==> src/rtl/modbus_frame_ctrl.sv <==
// Modbus RTU receive frame controller. It frames on t3.5 silence, assembles bytes,
// runs a bit-serial CRC-16/Modbus, filters on address, and hands frames off via valid/ack.
module modbus_frame_ctrl #(
    parameter int         FRAME_BYTES = 7,
    parameter logic [7:0] SLAVE_ADDR  = 8'h01,
    parameter int         T35_CYCLES  = 80208,
    parameter int         CNT_W       = 17
) (
    input  logic                     CLK,
    input  logic                     RSTn,
    input  logic                     RX_Byte_Done,
    input  logic [7:0]               RX_Byte,
    input  logic                     Frame_Ack,
    output logic                     RX_En_Sig,
    output logic [8*FRAME_BYTES-1:0] Frame_Data,
    output logic                     Frame_Valid,
    output logic                     Frame_Err,
    output logic [1:0]               Err_Code
);
    localparam int               IDX_W     = $clog2(FRAME_BYTES + 1);
    localparam logic [CNT_W-1:0] T35       = CNT_W'(T35_CYCLES);
    localparam logic [IDX_W-1:0] LAST_IDX  = IDX_W'(FRAME_BYTES - 1);
    localparam logic [IDX_W-1:0] LAST_DATA = IDX_W'(FRAME_BYTES - 3);

    localparam logic [1:0] ERR_OVERRUN = 2'b00;
    localparam logic [1:0] ERR_SHORT   = 2'b01;
    localparam logic [1:0] ERR_CRC     = 2'b10;
    localparam logic [1:0] ERR_ADDR    = 2'b11;

    typedef enum logic [2:0] {SYNC, IDLE, RECV, CHECK, HOLD, RESYNC} state_t;

    state_t           state, next_state;
    logic [CNT_W-1:0] silence_cnt;
    logic             silent;
    logic [IDX_W-1:0] byte_cnt, wr_idx;
    logic             store_byte, overrun;
    logic [15:0]      crc;
    logic [7:0]       crc_data;
    logic [3:0]       bit_cnt;
    logic             crc_busy, crc_fb, crc_ok, addr_ok;
    logic             err_set, valid_set, valid_clr, rx_en_nxt;
    logic [1:0]       err_code_nxt;

    assign silent     = (silence_cnt == T35);
    assign crc_busy   = (bit_cnt != 4'd0);
    assign crc_fb     = crc[0] ^ crc_data[0];
    assign overrun    = (state == RECV) && RX_Byte_Done && crc_busy;
    assign store_byte = ((state == IDLE) || (state == RECV)) && RX_Byte_Done && !overrun;
    assign wr_idx     = (state == IDLE) ? '0 : byte_cnt;
    assign crc_ok     = (crc == {Frame_Data[8*(FRAME_BYTES-1) +: 8], Frame_Data[8*(FRAME_BYTES-2) +: 8]});
    assign addr_ok    = (Frame_Data[7:0] == SLAVE_ADDR) || (Frame_Data[7:0] == 8'h00);

    always_ff @(posedge CLK) begin
        if (!RSTn) state <= SYNC;
        else       state <= next_state;
    end

    always_comb begin
        next_state = state;
        case (state)
            SYNC, RESYNC: if (silent) next_state = IDLE;
            IDLE:         if (RX_Byte_Done) next_state = RECV;
            RECV: begin
                if (overrun)                                      next_state = RESYNC;
                else if (RX_Byte_Done && (byte_cnt == LAST_IDX)) next_state = CHECK;
                else if (!RX_Byte_Done && silent)                next_state = IDLE;
            end
            CHECK:        next_state = (crc_ok && addr_ok) ? HOLD : RESYNC;
            HOLD:         if (Frame_Ack) next_state = SYNC;
            default:      next_state = SYNC;
        endcase
    end

    // Only bytes ahead of the two CRC bytes are folded; the CRC bytes are compared in CHECK.
    always_ff @(posedge CLK) begin
        if (!RSTn) begin
            silence_cnt <= '0;
            byte_cnt    <= '0;
            crc         <= 16'hFFFF;
            crc_data    <= '0;
            bit_cnt     <= '0;
            Frame_Data  <= '0;
        end else begin
            if (RX_Byte_Done)  silence_cnt <= '0;
            else if (!silent)  silence_cnt <= silence_cnt + 1'b1;

            if (store_byte) begin
                byte_cnt <= wr_idx + 1'b1;
                for (int k = 0; k < FRAME_BYTES; k++) begin
                    if (wr_idx == IDX_W'(k)) Frame_Data[8*k +: 8] <= RX_Byte;
                end
            end

            if (store_byte && (wr_idx <= LAST_DATA)) begin
                crc      <= (state == IDLE) ? 16'hFFFF : crc;
                crc_data <= RX_Byte;
                bit_cnt  <= 4'd8;
            end else if (crc_busy) begin
                crc      <= {1'b0, crc[15:1]} ^ (crc_fb ? 16'hA001 : 16'h0000);
                crc_data <= {1'b0, crc_data[7:1]};
                bit_cnt  <= bit_cnt - 1'b1;
            end
        end
    end

    always_comb begin
        err_set      = 1'b0;
        err_code_nxt = ERR_OVERRUN;
        valid_set    = 1'b0;
        valid_clr    = 1'b0;
        case (state)
            RECV: begin
                if (overrun) begin
                    err_set      = 1'b1;
                    err_code_nxt = ERR_OVERRUN;
                end else if (!RX_Byte_Done && silent) begin
                    err_set      = 1'b1;
                    err_code_nxt = ERR_SHORT;
                end
            end
            CHECK: begin
                if (!crc_ok) begin
                    err_set      = 1'b1;
                    err_code_nxt = ERR_CRC;
                end else if (!addr_ok) begin
                    err_set      = 1'b1;
                    err_code_nxt = ERR_ADDR;
                end else begin
                    valid_set    = 1'b1;
                end
            end
            HOLD:    valid_clr = Frame_Ack;
            default: ;
        endcase
        rx_en_nxt = !((next_state == CHECK) || (next_state == HOLD));
    end

    // Outputs are registered so that every output reads 0 straight after a reset edge.
    always_ff @(posedge CLK) begin
        if (!RSTn) begin
            RX_En_Sig   <= 1'b0;
            Frame_Valid <= 1'b0;
            Frame_Err   <= 1'b0;
            Err_Code    <= 2'b00;
        end else begin
            RX_En_Sig <= rx_en_nxt;
            Frame_Err <= err_set;
            if (err_set)        Err_Code    <= err_code_nxt;
            if (valid_set)      Frame_Valid <= 1'b1;
            else if (valid_clr) Frame_Valid <= 1'b0;
        end
    end
endmodule

==> config.mk <==
export PLATFORM = sky130hd
export DESIGN_NAME = modbus_frame_ctrl
export DESIGN_NICKNAME = d
export VERILOG_FILES = /design/src/rtl/modbus_frame_ctrl.sv
export SDC_FILE = /design/constraint.sdc
export NUM_CORES = 1
export LEC_CHECK = 0
export BUFFER_PORTS_ARGS = -buffer_cell sky130_fd_sc_hd__buf_2
export CAP_MARGIN = 40
export CORE_MARGIN = 2
export CORE_UTILIZATION = 57
export DETAILED_ROUTE_END_ITERATION = 8
export GPL_ROUTABILITY_DRIVEN = 1
export PLACE_DENSITY = 0.8
export RECOVER_POWER = 100
export SYNTH_ARGS = -nofsm -noshare
export SYNTH_HDL_FRONTEND = slang
export SYNTH_SLANG_ARGS = --single-unit
==> constraint.sdc <==
create_clock -name CLK -period 2.6 [get_ports CLK]
set_input_delay 0.39 -clock CLK [delete_from_list [all_inputs] [get_ports CLK]]
set_output_delay 0.39 -clock CLK [all_outputs]
set_load 0.03 [all_outputs]
==> impl_metrics.yaml, run 1 <==
outcome:
  status: "complete, no violations"
clock_tree:
  cts_buffers: 9
  postCtsSetupBuffers: 0
  cts_tree: "done"
  cts_root_buf: "clkbuf_8"
  cts.path.max_buffers: 2
  htree_levels: 3
  clk_latency_ns: 0.38
  clk_pin_slew_ns: 0.12
  cts_sinks: 112
die:
  die_x_um: 96.6
  coreArea_mm2: 0.00826
  die_area_mm2: 0.00934
  placementRows: 33
  ioPinCount: 73
  start_util: 0.592
  fp.dieH_um: 96.6
global_routing:
  grt_max_degree: 92
  grt_pass1_vias: 3683
  overflow: 0
  grt_pass1_wl_um: 18000
  antenna_found_initial: 0
  grtUsageTotal: 0.230
setup_path:
  critPathKind: "reg2reg"
  crit_family: "simple AND/OR/NAND/NOR gates"
  arrival_ns: 2.69
  crit_chain: "inv_1 > ha_1 > or3b_2 > or3_4 > a21oi_4 > nand2_1 > nand2_1 > a21boi_0"
  end_kind: "register"
  crit_required_ns: 2.86
  cp_num_cells: 8
  cpPeakStageDelay_ns: 0.48
  cp_slowest_cell: "or3b_2"
  timing.critical_path.fanout_max: 12
  critPathLaunchType: "register"
  crit_top_cell: "nand2_1"
  path_buf_inv: 1
  reg2regPathDepth: 8
min_path:
  hold_depth: 3
  worstHoldPathType: "in2reg"
sta:
  period_share: 0.935
  setup_slack_ns: 0.170
  fin_crit_ns: 2.43
  max_freq_mhz: 412
  rsz0062_at_grt: "no"
  worst_pin_slew_ns: 0.766
  setup_tns_ns: 0
  setup_viol: 0
  maxSlewHeadroom: 0.489
  hold_viol_final: 0
  maxSlewViolCount: 0
  skew_ns: 0.0225
  holdWs_ns: 0.345
placement:
  place_area_mm2: 0.00531
  post-place-ws_ns: 0.0695
  place.gp.congestion: 0.933
  port_buffers: 72
  dp.final_hpwl_um: 7390
finish:
  final_nets: 620
  drive_gt1_frac: 0.0745
  final_cell_area_mm2: 0.00547
  diodes: 0
  syn2layout_area_growth_pct: 11.7
  fill_cells: 705
yosys:
  syn-cell-area_mm2: 0.00489
  ys_top_cells_by_area: "dfxtp_1 46%, mux2i_1 6.8%, nand2_1 5.8%"
  ys_warn_count: 0
  syn_inst: 539
  synth_edf_count: 0
  yosys_most_used_dff: "dfxtp_1"
  yosysMostFrequentCell: "dfxtp_1"
  synth_top_area_share: 0.458
  yosys-top-cells-count: "112 x dfxtp_1, 76 x nand2_1, 38 x nand3_1"
  synth_nets: 560
  yosys_register_bits: 112
  ys_types: 41
  synth-async-reset-ratio: 0
  synth_top_area_cell: "dfxtp_1"
  ys_seq_area_frac: 0.458
  avgSynthCellArea_um2: 9.08
power_and_ir_drop:
  power_density_mw_per_mm2: 646
  ir_worst_vdd_v: 0.000408
  leakagePower_nw: 2.02
route:
  drtIter0Drc: 184
  viasPerCell: 5.51
  drc: 0
  ant_nets: 0
  num_vias: 3904
  dr.pass1.iters: 4
  wirelength_um: 10700
  wl_per_cell_um: 15.2
job:
  maxCapViolations: 0
sequential cells by signal (all words and copies together) (netlist names):
name	count
crc	16
byte_cnt	3
Err_Code	2
Frame_Valid	1
crc_data	8
Frame_Err	1
Frame_Data	56
RX_En_Sig	1
bit_cnt	4
silence_cnt	17
state	3
layout make-up:
type	instances	area, um2	share of cell area
flip-flops and latches	112	2240	0.410
clock buffers	9	124	0.0227
clock inverters	7	105	0.0192
well taps	105	131	0.0240
inverters	12	45.0	0.00824
repair buffers	84	377	0.0689
multi-input cells	380	2440	0.447
final timing paths:
path,slack [ns],startpoint,end
setup reg to reg,0.17,bit_cnt[0]$_SDFFE_PP0P_,Frame_Data[4]$_SDFFE_PN0P_
hold / removal,0.34,RX_Byte[7],Frame_Data[15]$_SDFFE_PN0P_
hold reg to reg,0.47,Frame_Data[18]$_SDFFE_PN0P_,Frame_Data[18]$_SDFFE_PN0P_
setup / recovery,0.17,bit_cnt[0]$_SDFFE_PP0P_,Frame_Data[4]$_SDFFE_PN0P_
through the flow:
stage,total power [W],instances,utilization
6_report,0.00353,709,0.662
5_1_grt,0.00371,709,0.662
4_1_cts,0.00356,709,0.671
3_5_place_dp,0.00243,693,0.643
3_3_place_gp,0.00241,693,0.643
2_1_floorplan,0.00229,539,-
worst register-to-register path, delay by kind of cell, from the launching register on:
family	cells	cell delay (ns)
buffers and inverters	1	0.11
AO/OA/AOI/OAI	2	0.44
adder cells (fa/ha/maj)	1	0.19
AND/OR/NAND/NOR	4	1.27
flip-flops	1	0.32
per-layer routing:
metal / wire (um) / up-vias / GRT usage
met2: 5050 / 95 / 0.358
met1: 5050 / 1858 / 0.325
li1: - / 1945 / -
met5: 0 / - / 0
met3: 584 / 6 / 0.0513
met4: 70 / 0 / 0.0618
what timing repair did:
action,CTS,global route
hold buffers,0,0
resized for setup,0,2
endpoints found under the setup margin,0,14
kinds of logic after synthesis:
| group | after synthesis | synth area share |
|---|---|---|
| mux | 33 | 0.0675 |
| flops | 112 | 0.458 |
| xor+xnor | 36 | 0.0644 |
| simple gates | 230 | 0.237 |
| fa+ha+maj | 9 | 0.0230 |
| compound gates | 72 | 0.105 |
| buf+inv | 47 | 0.0445 |
where the power goes:
part           internal (W)  switching, W  total, W  leakage (nW)
Clock              0.000486      0.000653   0.00114         0.115
Combinational      0.000197      0.000364  0.000561         0.995
Sequential          0.00178     0.0000540   0.00183         0.905
cells in the final DEF, fill, tap and decap left out, types with 8 or more instances in the layout:
master    count
o22ai_1      15
mux2i_1      33
nor2b_1      36
clkbuf_1     63
dfxtp_1     112
o21ai_0       8
buf_2        10
a21oi_1       8
xnor2_1      10
inv_1        12
xor2_1       26
a21boi_0     27
nor4_1        8
ha_1          9
clkbuf_8      9
nand3_1      38
nor2_1       30
nand2_1      75
No activity file was read; power rests on OpenSTA's default activity.
==> inputs of run 2 (changes only) <==
--- a/config.mk
+++ b/config.mk
@@ -7,11 +7,14 @@
 export LEC_CHECK = 0
 export BUFFER_PORTS_ARGS = -buffer_cell sky130_fd_sc_hd__buf_2
 export CAP_MARGIN = 40
+export CELL_PAD_IN_SITES_DETAIL_PLACEMENT = 0
+export CELL_PAD_IN_SITES_GLOBAL_PLACEMENT = 1
+export CORE_ASPECT_RATIO = 1.4
 export CORE_MARGIN = 2
-export CORE_UTILIZATION = 57
+export CORE_UTILIZATION = 43
 export DETAILED_ROUTE_END_ITERATION = 8
 export GPL_ROUTABILITY_DRIVEN = 1
-export PLACE_DENSITY = 0.8
+export PLACE_DENSITY_LB_ADDON = 0.1
 export RECOVER_POWER = 100
 export SYNTH_ARGS = -nofsm -noshare
 export SYNTH_HDL_FRONTEND = slang
==> constraint.sdc (replaced) <==
create_clock -name CLK -period 2.7 [get_ports CLK]
set_input_delay 0.405 -clock CLK [delete_from_list [all_inputs] [get_ports CLK]]
set_output_delay 0.405 -clock CLK [all_outputs]
set_load 0.03 [all_outputs]
==> impl_metrics.yaml, run 2 (same netlist as run 1, synthesis figures left out) <==
outcome:
  status: "complete, no violations"
route:
  num_vias: 3895
  wirelength_um: 11900
  drc: 0
  viasPerCell: 5.18
  drtIter0Drc: 206
  wl_per_cell_um: 15.9
  dr.pass1.iters: 4
  ant_nets: 0
finish:
  layout_common_cells: "112 x dfxtp_1, 76 x nand2_1, 65 x clkbuf_1"
  drive_gt1_frac: 0.0724
  largestRegisters: "Frame_Data: 56 flops, silence_cnt: 17 flops, crc: 16 flops"
  diodes: 0
  fin_cells: 752
  final_nets: 625
  syn2layout_area_growth_pct: 14.1
  layout_commonest_cell: "dfxtp_1"
  final_cell_area_mm2: 0.00558
  top_register: "Frame_Data"
  fill_cells: 1164
  largest_register_ff_count: 56
clock_tree:
  cts_buffers: 9
  clk_latency_ns: 0.35
  cts.path.max_buffers: 2
  clk_pin_slew_ns: 0.08
  cts_tree: "done"
  cts.repair.resized: 0
  htree_levels: 3
  cts_root_buf: "clkbuf_16"
  postCtsSetupBuffers: 0
  cts_sinks: 112
  ctsHoldBuffers: 0
global_routing:
  grt_max_degree: 60
  grtUsageTotal: 0.202
  grt_pass1_vias: 3788
  grt_pass1_wl_um: 19300
  antenna_found_initial: 0
  overflow: 0
placement:
  place_area_mm2: 0.00539
  post-place-ws_ns: 0.276
  place.gp.congestion: 0.771
  place_inst: 737
  port_buffers: 72
  dp.final_hpwl_um: 8410
die:
  fp.dieH_um: 130
  die_x_um: 94.1
  placementRows: 46
  ioPinCount: 73
  die_area_mm2: 0.0123
  coreArea_mm2: 0.0112
  start_util: 0.436
sta:
  maxSlewViolCount: 0
  worst_pin_slew_ns: 1.14
  maxSlewHeadroom: 0.241
  period_share: 0.906
  setup_viol: 0
  skew_ns: 0.0106
  rsz0062_at_grt: "no"
  setup_slack_ns: 0.254
  fin_crit_ns: 2.45
  hold_viol_final: 0
  setup_tns_ns: 0
  max_freq_mhz: 409
setup_path:
  timing.rr.start: "bit_cnt[0]$_SDFFE_PP0P_"
  crit_end: "Frame_Data[49]$_SDFFE_PN0P_"
  critPathLaunchType: "register"
  reg2reg_to: "Frame_Data[49]$_SDFFE_PN0P_"
  timing.critical_path.fanout_max: 8
  cp_num_cells: 7
  startpoint: "bit_cnt[0]$_SDFFE_PP0P_"
  r2r_slack_ns: 0.25
  cpPeakStageDelay_ns: 0.50
  crit_family: "simple AND/OR/NAND/NOR gates"
  critPathKind: "reg2reg"
  cp_slowest_cell: "or3b_2"
  reg2regPathDepth: 7
  arrival_ns: 2.68
  path_buf_inv: 1
  crit_chain: "inv_1 > ha_1 > or3b_2 > nor4_1 > and2_1 > mux2i_1 > nor2b_1"
  crit_required_ns: 2.94
  end_kind: "register"
power_and_ir_drop:
  seqPwrFrac: 0.480
  leakagePower_nw: 2.05
  intPower_w: 0.00264
  ir_worst_vdd_v: 0.000313
  swShare: 0.279
  switching_power_w: 0.00102
  clock_power_share: 0.365
  p_comb_frac: 0.155
  power_density_mw_per_mm2: 656
min_path:
  worstHoldPathType: "in2reg"
job:
  maxCapViolations: 0
==> run 2: worst register-to-register path: stages, from the launching register on <==
cell and delay [ns]:
dfxtp_1 0.32, inv_1 0.11, ha_1 0.19, or3b_2 0.50
nor4_1 0.43, and2_1 0.49, mux2i_1 0.24, nor2b_1 0.07
==> run 2: through the flow <==
| stage | total power (W) | hold slack, ns | utilization |
|---|---|---|---|
| 2_1_floorplan | 0.00221 | 0.472 | - |
| 3_3_place_gp | 0.00237 | 0.443 | 0.480 |
| 3_5_place_dp | 0.00237 | 0.444 | 0.480 |
| 4_1_cts | 0.00371 | 0.415 | 0.506 |
| 5_1_grt | 0.00384 | 0.433 | 0.497 |
| 6_report | 0.00366 | 0.425 | 0.497 |
==> run 2: worst min-delay path by stage <==
stage                                 startpoint                           end  slack [ns]  depth (start not counted)
CTS                                   RX_Byte[7]   Frame_Data[15]$_SDFFE_PN0P_        0.41                          3
global placement     Frame_Data[15]$_SDFFE_PN0P_   Frame_Data[15]$_SDFFE_PN0P_        0.44                          2
detailed placement   Frame_Data[23]$_SDFFE_PN0P_   Frame_Data[23]$_SDFFE_PN0P_        0.44                          2
floorplan           silence_cnt[16]$_SDFFE_PP0P_  silence_cnt[16]$_SDFFE_PP0P_        0.47                          2
finish                                RX_Byte[7]   Frame_Data[15]$_SDFFE_PN0P_        0.43                          3
global route                          RX_Byte[7]    Frame_Data[7]$_SDFFE_PN0P_        0.43                          3
==> run 2: layer usage <==
layer  vias up  global-route usage  part of all wire
met4         0              0.0691             0.018
met2        65               0.345              0.51
li1       1959                   -                 -
met5         -                   0                 0
met3        12              0.0421             0.031
met1      1859               0.253              0.44
==> run 2: cell type report <==
class,count,area (um2),share of cell area
multi-input cells,380,2430,0.435
clock inverters,6,68.8,0.0123
well taps,144,180,0.0323
inverters,12,45.0,0.00807
repair buffers,89,392,0.0702
flip-flops and latches,112,2240,0.402
clock buffers,9,225,0.0404
==> run 2: power by group through the flow <==
stage	combinational, W	clock [W]	sequential [W]
6_report	0.000568	0.00134	0.00176
5_1_grt	0.000637	0.00144	0.00177
4_1_cts	0.000574	0.00137	0.00176
3_5_place_dp	0.000570	0	0.00180
3_3_place_gp	0.000574	0	0.00179
2_1_floorplan	0.000420	0	0.00179
